<file path="config.mk">
export PLATFORM = sky130hd
export DESIGN_NAME = lc3b_mem_arbiter
export DESIGN_NICKNAME = d
export VERILOG_FILES = /design/src/rtl/lc3b_types.sv /design/src/rtl/lc3b_sat_counter.sv /design/src/rtl/lc3b_mem_arbiter.sv
export SDC_FILE = /design/constraint.sdc
export NUM_CORES = 1
export LEC_CHECK = 0
export ABC_AREA = 1
export CORE_MARGIN = 2
export CORE_UTILIZATION = 37
export DETAILED_ROUTE_END_ITERATION = 10
export PLACE_DENSITY = 0.86
export REMOVE_ABC_BUFFERS = 1
export SLEW_MARGIN = 20
export SYNTH_ARGS = -nofsm -noshare
export SYNTH_HDL_FRONTEND = slang
export SYNTH_HIERARCHICAL = 1
export SYNTH_SLANG_ARGS = --single-unit
</file>
<file path="constraint.sdc">
create_clock -name clk -period 2.05 [get_ports clk]
set_clock_uncertainty 0.1 [all_clocks]
set_input_delay 0.41 -clock clk [delete_from_list [all_inputs] [get_ports clk]]
set_output_delay 0.41 -clock clk [all_outputs]
set_load 0.02 [all_outputs]
</file>
<file path="src/rtl/lc3b_types.sv">
// ----------------------------------------------------------------------------
// lc3b_types
//   Shared LC-3b type definitions used by the memory arbiter and its helpers.
//   Contents:
//     lc3b_word            16-bit machine word / address
//     lc3b_mem_wmask       2-bit byte-enable mask for the memory port
//     lc3b_arb_state       arbiter FSM state {IDLE, I_BUSY, D_BUSY}
//     LC3B_MEM_WMASK_FULL  full-word byte enable (both bytes)
// ----------------------------------------------------------------------------
package lc3b_types;

   typedef logic [15:0] lc3b_word;
   typedef logic [1:0]  lc3b_mem_wmask;

   typedef enum logic [1:0] {
      IDLE   = 2'd0,
      I_BUSY = 2'd1,
      D_BUSY = 2'd2
   } lc3b_arb_state;

   localparam lc3b_mem_wmask LC3B_MEM_WMASK_FULL = 2'b11;

endpackage

</file>
<file path="src/rtl/lc3b_sat_counter.sv">
// ----------------------------------------------------------------------------
// lc3b_sat_counter
//   Up-counter that stops at MAX_VAL instead of wrapping.
//   Parameters:
//     WIDTH    counter width in bits
//     MAX_VAL  saturation value (must fit in WIDTH bits)
//   Ports:
//     clk    in   clock
//     clr_n  in   synchronous active-low clear (takes priority over inc)
//     inc    in   increment enable
//     count  out  current count
// ----------------------------------------------------------------------------
module lc3b_sat_counter #(
   parameter int unsigned WIDTH   = 4,
   parameter int unsigned MAX_VAL = 15
) (
   input  logic             clk,
   input  logic             clr_n,
   input  logic             inc,
   output logic [WIDTH-1:0] count
);

   localparam logic [WIDTH-1:0] MAX_W = WIDTH'(MAX_VAL);

   logic [WIDTH-1:0] count_reg;

   always_ff @(posedge clk) begin
      if (!clr_n) begin
         count_reg <= '0;
      end else if (inc && (count_reg != MAX_W)) begin
         count_reg <= count_reg + 1'b1;
      end
   end

   assign count = count_reg;

endmodule

</file>
<file path="src/rtl/lc3b_mem_arbiter.sv">
// ----------------------------------------------------------------------------
// lc3b_mem_arbiter
//   Shares one LC-3b memory port between the instruction-fetch side (I, read
//   only) and the load/store side (D, read or write). One transaction is in
//   flight at a time. D has fixed priority over I, but after STARVE_LIMIT
//   consecutive D grants with I waiting, I is granted next.
//
//   Parameters:
//     STARVE_LIMIT  max consecutive D grants while I pends (1..15)
//
//   Ports:
//     clk, rst_n                  clock, synchronous active-low reset
//     i_read, i_address           I-side request (level, held until i_resp)
//     i_rdata, i_resp             I-side read data / one-cycle completion
//     d_read, d_write             D-side request (level, held until d_resp)
//     d_byte_enable, d_address,
//     d_wdata                     D-side request payload
//     d_rdata, d_resp             D-side read data / one-cycle completion
//     mem_read, mem_write,
//     mem_byte_enable,
//     mem_address, mem_wdata      registered memory request
//     mem_rdata, mem_resp         memory read data / completion
//
//   Optional build macro LC3B_ARB_PERF_CNT_EN adds saturating 16-bit
//   performance counters i_grant_cnt, d_grant_cnt and stall_cnt.
// ----------------------------------------------------------------------------
module lc3b_mem_arbiter
   import lc3b_types::*;
#(
   parameter int unsigned STARVE_LIMIT = 4
) (
   input  logic        clk,
   input  logic        rst_n,

   input  logic        i_read,
   input  logic [15:0] i_address,
   output logic [15:0] i_rdata,
   output logic        i_resp,

   input  logic        d_read,
   input  logic        d_write,
   input  logic [1:0]  d_byte_enable,
   input  logic [15:0] d_address,
   input  logic [15:0] d_wdata,
   output logic [15:0] d_rdata,
   output logic        d_resp,

   output logic        mem_read,
   output logic        mem_write,
   output logic [1:0]  mem_byte_enable,
   output logic [15:0] mem_address,
   output logic [15:0] mem_wdata,
   input  logic [15:0] mem_rdata,
   input  logic        mem_resp
`ifdef LC3B_ARB_PERF_CNT_EN
   ,
   output logic [15:0] i_grant_cnt,
   output logic [15:0] d_grant_cnt,
   output logic [15:0] stall_cnt
`endif
);

   localparam logic [3:0] STARVE_LIMIT_W = 4'(STARVE_LIMIT);

   lc3b_arb_state state_reg, state_next;

   logic          mem_read_reg,  mem_read_next;
   logic          mem_write_reg, mem_write_next;
   lc3b_mem_wmask mem_be_reg,    mem_be_next;
   lc3b_word      mem_addr_reg,  mem_addr_next;
   lc3b_word      mem_wdata_reg, mem_wdata_next;

   logic       d_req;
   logic       d_grant;
   logic       i_grant;
   logic [3:0] starve_cnt;

   // Arbitration only happens in IDLE; BUSY states ignore the requesters.
   always_comb begin
      d_req   = d_read | d_write;
      d_grant = 1'b0;
      i_grant = 1'b0;
      if (state_reg == IDLE) begin
         if (d_req && (!i_read || (starve_cnt < STARVE_LIMIT_W))) begin
            d_grant = 1'b1;
         end else if (i_read) begin
            i_grant = 1'b1;
         end
      end
   end

   always_comb begin
      state_next     = state_reg;
      mem_read_next  = mem_read_reg;
      mem_write_next = mem_write_reg;
      mem_be_next    = mem_be_reg;
      mem_addr_next  = mem_addr_reg;
      mem_wdata_next = mem_wdata_reg;

      unique case (state_reg)
         IDLE: begin
            if (d_grant) begin
               state_next    = D_BUSY;
               mem_addr_next = d_address;
               // A simultaneous read+write request is treated as a write.
               if (d_write) begin
                  mem_read_next  = 1'b0;
                  mem_write_next = 1'b1;
                  mem_be_next    = d_byte_enable;
                  mem_wdata_next = d_wdata;
               end else begin
                  mem_read_next  = 1'b1;
                  mem_write_next = 1'b0;
                  mem_be_next    = LC3B_MEM_WMASK_FULL;
                  mem_wdata_next = d_wdata;
               end
            end else if (i_grant) begin
               state_next     = I_BUSY;
               mem_read_next  = 1'b1;
               mem_write_next = 1'b0;
               mem_be_next    = LC3B_MEM_WMASK_FULL;
               mem_addr_next  = i_address;
               mem_wdata_next = '0;
            end
         end
         I_BUSY, D_BUSY: begin
            // Returning to IDLE (rather than re-arbitrating here) guarantees
            // at least one idle cycle between transactions.
            if (mem_resp) begin
               state_next     = IDLE;
               mem_read_next  = 1'b0;
               mem_write_next = 1'b0;
            end
         end
         default: begin
            state_next     = IDLE;
            mem_read_next  = 1'b0;
            mem_write_next = 1'b0;
         end
      endcase
   end

   always_ff @(posedge clk) begin
      if (!rst_n) begin
         state_reg     <= IDLE;
         mem_read_reg  <= 1'b0;
         mem_write_reg <= 1'b0;
         mem_be_reg    <= 2'b00;
         mem_addr_reg  <= '0;
         mem_wdata_reg <= '0;
      end else begin
         state_reg     <= state_next;
         mem_read_reg  <= mem_read_next;
         mem_write_reg <= mem_write_next;
         mem_be_reg    <= mem_be_next;
         mem_addr_reg  <= mem_addr_next;
         mem_wdata_reg <= mem_wdata_next;
      end
   end

   assign mem_read        = mem_read_reg;
   assign mem_write       = mem_write_reg;
   assign mem_byte_enable = mem_be_reg;
   assign mem_address     = mem_addr_reg;
   assign mem_wdata       = mem_wdata_reg;

   assign i_rdata = mem_rdata;
   assign d_rdata = mem_rdata;
   assign i_resp  = mem_resp & (state_reg == I_BUSY);
   assign d_resp  = mem_resp & (state_reg == D_BUSY);

   // Starvation counter: counts D grants that bypassed a waiting I request;
   // any I grant resets it.
   lc3b_sat_counter #(
      .WIDTH   (4),
      .MAX_VAL (STARVE_LIMIT)
   ) u_starve_cnt (
      .clk   (clk),
      .clr_n (rst_n & ~i_grant),
      .inc   (d_grant & i_read),
      .count (starve_cnt)
   );

`ifdef LC3B_ARB_PERF_CNT_EN
   logic stall_now;

   // A side is stalled whenever it is requesting and does not own the port.
   assign stall_now = (i_read & (state_reg != I_BUSY)) |
                      (d_req  & (state_reg != D_BUSY));

   lc3b_sat_counter #(.WIDTH(16), .MAX_VAL(16'hFFFF)) u_i_grant_cnt (
      .clk(clk), .clr_n(rst_n), .inc(i_grant), .count(i_grant_cnt)
   );

   lc3b_sat_counter #(.WIDTH(16), .MAX_VAL(16'hFFFF)) u_d_grant_cnt (
      .clk(clk), .clr_n(rst_n), .inc(d_grant), .count(d_grant_cnt)
   );

   lc3b_sat_counter #(.WIDTH(16), .MAX_VAL(16'hFFFF)) u_stall_cnt (
      .clk(clk), .clr_n(rst_n), .inc(stall_now), .count(stall_cnt)
   );
`endif

endmodule

</file>
### After elaboration in Yosys (flattened, before gate mapping)

Cells that the tools add are included.

* bits in registers: 42
* input bits: 72
* output and inout port bits: 70
* logic and storage cells: 54

* add/subtract/negate cells: 1
* magnitude comparators: 1
* eq/ne operators: 5
* multiplexer cells: 25
* bitwise gates (word level): 6
* reduce and logical (&&, ||, !) cells: 9

Operators with widths (number)
* 16-bit 2-to-1 mux: 4
* 1-bit 2-to-1 mux: 12
* 2-bit 2-to-1 mux: 6
* 4-bit by 1-bit adder with 4-bit output (second input constant): 1
* 1-bit bitwise AND: 4
* 4-bit by 3-bit < comparator with 1-bit output (second input constant): 1
* 4-bit by 3-bit inequality test with 1-bit output (second input constant): 1
* 1-bit one-hot mux with 2 select lines: 2
* 2-bit one-hot mux with 2 select lines: 1
* 2-bit AND reduction: 2
* 3-bit inequality test (second input constant): 1
* 2-bit by 1-bit == test with 1-bit output (second input constant): 1
* 2-bit == test (second input constant): 1
* 1-bit logical AND: 2
* 2-bit logical NOT: 1
* 2-bit inequality test (second input constant): 1
* 2-bit nonzero test: 1
* 2-bit OR reduction: 1
* 1-bit logical NOT: 1
* 1-bit logical OR: 1
* 1-bit NOT: 1
* 1-bit OR: 1

### Depth between registers and ports, before layout

Gate-level depths: netlist (run 1).

* depth in word-level cells: 8
* depth in mapped cells: 11
* gate-level depth less buffers: 8

### Modules after synthesis

Netlist (run 1), hierarchy kept.

By module, submodules not included
* lc3b_mem_arbiter: instances 1, cells an instance 274, area each 2000.7 um^2, seq. area each 760.7 um^2
* lc3b_sat_counter: instances 1, cells an instance 30, area each 215.2 um^2, seq. area each 80.1 um^2

### Worst setup path before layout (run 1)

No wires, ideal clock.

* path kind: register to register
* from: register state_reg[0]
* to: register u_starve_cnt.count_reg[1] (netlist: u_starve_cnt/count[1])
* library setup time: 116 ps
* data arrival time: 1527 ps
* required time: 1834 ps
* slack: 307 ps
* stages on the path, launching flop included: 10
* path buffers: 2
* clock period less this slack: 1743 ps
* cells stage by stage: dfxtp_1 inv_1 ha_1 nand3_4 buf_6 buf_6 nor2_1 nand2_1 o21ai_0 nor2_1

* word-level cells in the longest chain between the ends: 4
* elaborated cells between the ends (all ways): 7
* those cells by class: mux (2); bitwise (3); reduce/logical (2)

RTL lines
* from (decl): RTL line lc3b_mem_arbiter.sv:65 `lc3b_arb_state state_reg, state_next;`
* from (signal assigned): RTL line lc3b_mem_arbiter.sv:152 `state_reg <= state_next;`
* 2-bit logical NOT *: RTL line lc3b_mem_arbiter.sv:83 `if (state_reg == IDLE) begin`
* 1-bit 2-to-1 mux: RTL line lc3b_mem_arbiter.sv:83
* 1-bit bitwise AND / 1-bit NOT (equally long branches): RTL line lc3b_mem_arbiter.sv:180, lc3b_mem_arbiter.sv:179
* 1-bit logical AND / 1-bit bitwise AND (equally long branches): RTL line lc3b_sat_counter.sv:30, lc3b_mem_arbiter.sv:179
* to (signal assigned): RTL line lc3b_sat_counter.sv:31 `count_reg <= count_reg + 1'b1;`
* to (decl): RTL line lc3b_sat_counter.sv:25 `logic [WIDTH-1:0] count_reg;`

Every way passes the cells marked *; elsewhere a longest branch is shown, timed or not.
A chain may end at the register's enable or synchronous reset.

### Final worst setup path (run 1)

* from: register state_reg[1]
* to: output i_resp

* word-level cells in the longest chain between the ends: 2

RTL lines
* 2-bit by 1-bit == test with 1-bit output: RTL line lc3b_mem_arbiter.sv:169 `assign i_resp = mem_resp & (state_reg == I_BUSY);`
* 1-bit bitwise AND: RTL line lc3b_mem_arbiter.sv:169
* to (decl): RTL line lc3b_mem_arbiter.sv:38 `output logic i_resp,`

No other way between the ends.

==> flow_metrics.py, run 1 <==
metrics = {
    "status": {
        "status": "finished clean",
    },
    "worst_setup_path": {
        "rr_endpoint": "u_starve_cnt/count[0]$_SDFFE_PN0P_",
        "cp_num_cells": 5,
        "r2r_cells": 7,
        "startpoint_type": "register",
        "regToRegStartpoint": "state_reg[1]$_SDFFE_PN0P_",
        "critPathArrivalTime_ps": 1340,
        "cp_cell_sequence": "inv_1 -> ha_1 -> nand2_1 -> inv_1 -> dlygate4sd2_1",
        "path_max_fanout": 3,
        "crit_top_cell": "inv_1",
        "max_stage_delay_ps": 370,
        "cp-end-kind": "primary output",
        "worst-path-buf-inv": 3,
        "critPathSlowestCell": "dfxtp_1",
        "rrSetupSlack_ps": 400,
        "path_class": "register to primary output",
        "critPathTopFamily": "buffers and inverters",
        "required_ps": 1540,
    },
    "global_routing": {
        "grtUsageTotal_pct": 17.2,
        "grt_max_degree": 20,
        "grt_pass1_wl_um": 8710,
        "grt_overflow": 0,
        "first_global_vias": 1912,
        "antenna_found_initial": 0,
    },
    "layout": {
        "finalNetCount": 443,
        "fin_cells": 440,
        "diodes": 0,
        "fin_area_mm2": 0.00305,
        "final_core_util_pct": 52.2,
        "drive_gt1_share_pct": 6.30,
        "syn_to_final_growth_pct": 37.8,
    },
    "die": {
        "coreArea_mm2": 0.00585,
        "rows": 28,
        "start_util_pct": 37.9,
        "die_area_mm2": 0.00662,
        "ios": 142,
        "die_h_um": 81.4,
        "die_x_um": 81.4,
    },
    "placement": {
        "hpwl_um": 4470,
        "placed_cells_incl_taps": 434,
        "gp_congestion": 0.851,
        "port_buffers": 93,
        "dpl_cell_area_mm2": 0.00297,
    },
    "clock_network": {
        "postCtsSetupBuffers": 0,
        "cts_root_buffer": "clkbuf_8",
        "clk_pin_slew_worst_paths_ps": 80,
        "h-tree-depth": 2,
        "cts_hold_buf": 0,
        "cts.sinks": 42,
        "clock_latency_ps": 290,
        "clock_path_buffers": 2,
        "cts_tree": "done",
        "cts_buffers": 5,
        "ctsResizeCount": 2,
    },
    "timing": {
        "period_share_pct": 90.3,
        "rsz0062_at_grt": "no",
        "hold_viol_final": 0,
        "worst_pin_slew_ps": 329,
        "fmax_mhz": 540,
        "tns_ps": 0,
        "period_minus_slack_ps": 1850,
        "drv_slew": 0,
        "relSlewSlack_pct": 78.0,
        "holdWs_ps": 369,
        "setup_violations": 0,
    },
    "synth": {
        "synth.largest_area_cell": "dfxtp_1",
        "ys_seq_area_share_pct": 37.9,
        "synth_area_leaders": "dfxtp_1 (38%), buf_4 (11%), nand2_1 (11%)",
        "synth_cells": 304,
        "ys_types": 25,
        "synth_top_area_share_pct": 37.9,
        "yosysWarnings": 6,
        "synth_seq_cells": 42,
        "syn_area_per_cell_um2": 7.29,
        "syn_area_mm2": 0.00222,
    },
    "job": {
        "cap_viol_max_count": 0,
    },
    "power_and_ir_drop": {
        "vdd_drop_max_uv": 396,
        "p_leak_nw": 1.30,
        "power_density_mw_per_mm2": 746,
    },
    "min_path": {
        "hold_path_end": "mem_wdata[10]$_SDFFE_PN0P_",
        "hold_path_depth": 2,
        "holdCritPathClass": "register to register",
        "worstHoldStart": "mem_wdata[10]$_SDFFE_PN0P_",
    },
    "drt": {
        "ant_nets": 0,
        "avgRoutedWirePerCell_um": 13.6,
        "first_pass_iters": 4,
        "wirelength_um": 5990,
        "drc": 0,
        "drtIter0Drc": 66,
        "detail_route.vias_per_cell": 4.81,
        "num_vias": 2115,
    },
}
## worst register-to-register path, cell delays in order, from the launching register on
cell     delay, ps
dfxtp_1        340
inv_1          100
ha_1           360
nand3_4        120
nor2_1         150
nand2_1        110
o21ai_0        190
nor2_1          60
## placed cells by master (no fill, tap or decap)
cell type        synthesis  layout
nor2_2                   1       1
inv_2                    3       3
nor2_1                  26      26
nand3_1                  4       4
inv_1                   30      30
nand4_1                  3       3
nand2_1                 62      62
dlygate4sd2_1            0       2
o21ai_4                  1       1
ha_1                     5       5
o21ai_2                  1       1
nor3_1                   2       2
nand3b_1                16      16
clkdlybuf4s50_1          0      91
o21ai_0                 21      21
dfxtp_1                 42      42
a21oi_1                 36      36
nand3_4                  1       1
nand2_2                  1       1
a31oi_1                  2       2
clkbuf_8                 0       6
buf_4                   33       8
nand3_2                  1       1
## through the flow
step                      power (mW)  setup slack, ps
after floorplan                 1.38            -25.7
after CTS                       2.30              190
after detailed placement        1.79            -69.5
after global routing            2.42              127
after global placement          1.77            -50.1
final                           2.28              199
## how the worst max path moves through the flow
| stage | from | end | slack [ps] |
|---|---|---|---|
| detailed placement | mem_resp | d_resp | -70 |
| floorplan | d_read | mem_address[0]$_SDFFE_PN0P_ | -30 |
| global placement | mem_resp | i_resp | -50 |
| CTS | state_reg[1]$_SDFFE_PN0P_ | i_resp | 190 |
| finish | state_reg[1]$_SDFFE_PN0P_ | i_resp | 200 |
| global route | state_reg[0]$_SDFFE_PN0P_ | d_resp | 130 |
## area by class of cell
type                       instances  area [µm²]
fill                             575        2800
timing repair buffer             101         988
tap                               75        93.8
multi-input combinational        183         925
inverter                          33         124
clock buffer                       6        82.6
sequential                        42         841
## routing by layer
metal,wire (µm),track usage (%)
met2,2610,26.6
met5,0,4.17
met1,2450,19.1
met3,864,10.4
met4,70,5.76
## cell usage after synthesis
master	count
a21oi_1	36
a31oi_1	2
buf_1	1
buf_2	5
buf_4	33
buf_6	3
clkbuf_1	3
clkbuf_2	1
dfxtp_1	42
ha_1	5
inv_1	30
inv_2	3
nand2_1	62
nand2_2	1
nand3_1	4
nand3_2	1
nand3_4	1
nand3b_1	16
nand4_1	3
nor2_1	26
nor2_2	1
nor3_1	2
o21ai_0	21
o21ai_2	1
o21ai_4	1
## report_power, final
group / internal (mW) / switching [mW]
registers: 0.919 / 0.0535
logic: 0.374 / 0.419
clock network: 0.260 / 0.252
total: 1.55 / 0.724
## logic make-up (layout without fill, tap and decap cells)
group / after synthesis / after routing / synth area share, %
AO/OA/AOI/OAI: 61 / 61 / 14.6
adder cells (fa/ha/maj): 5 / 5 / 2.82
buffers and inverters: 79 / 140 / 20.3
flip-flops: 42 / 42 / 37.9
AND/OR/NAND/NOR: 117 / 117 / 24.3
No activity file was read; power rests on OpenSTA's default activity.
==> run 2: changes to the inputs <==
CTS_CLUSTER_SIZE = 14   (was unset)
==> results of run 2 <==
Same layout as run 1: the final DEF is identical, and so are final timing and power.
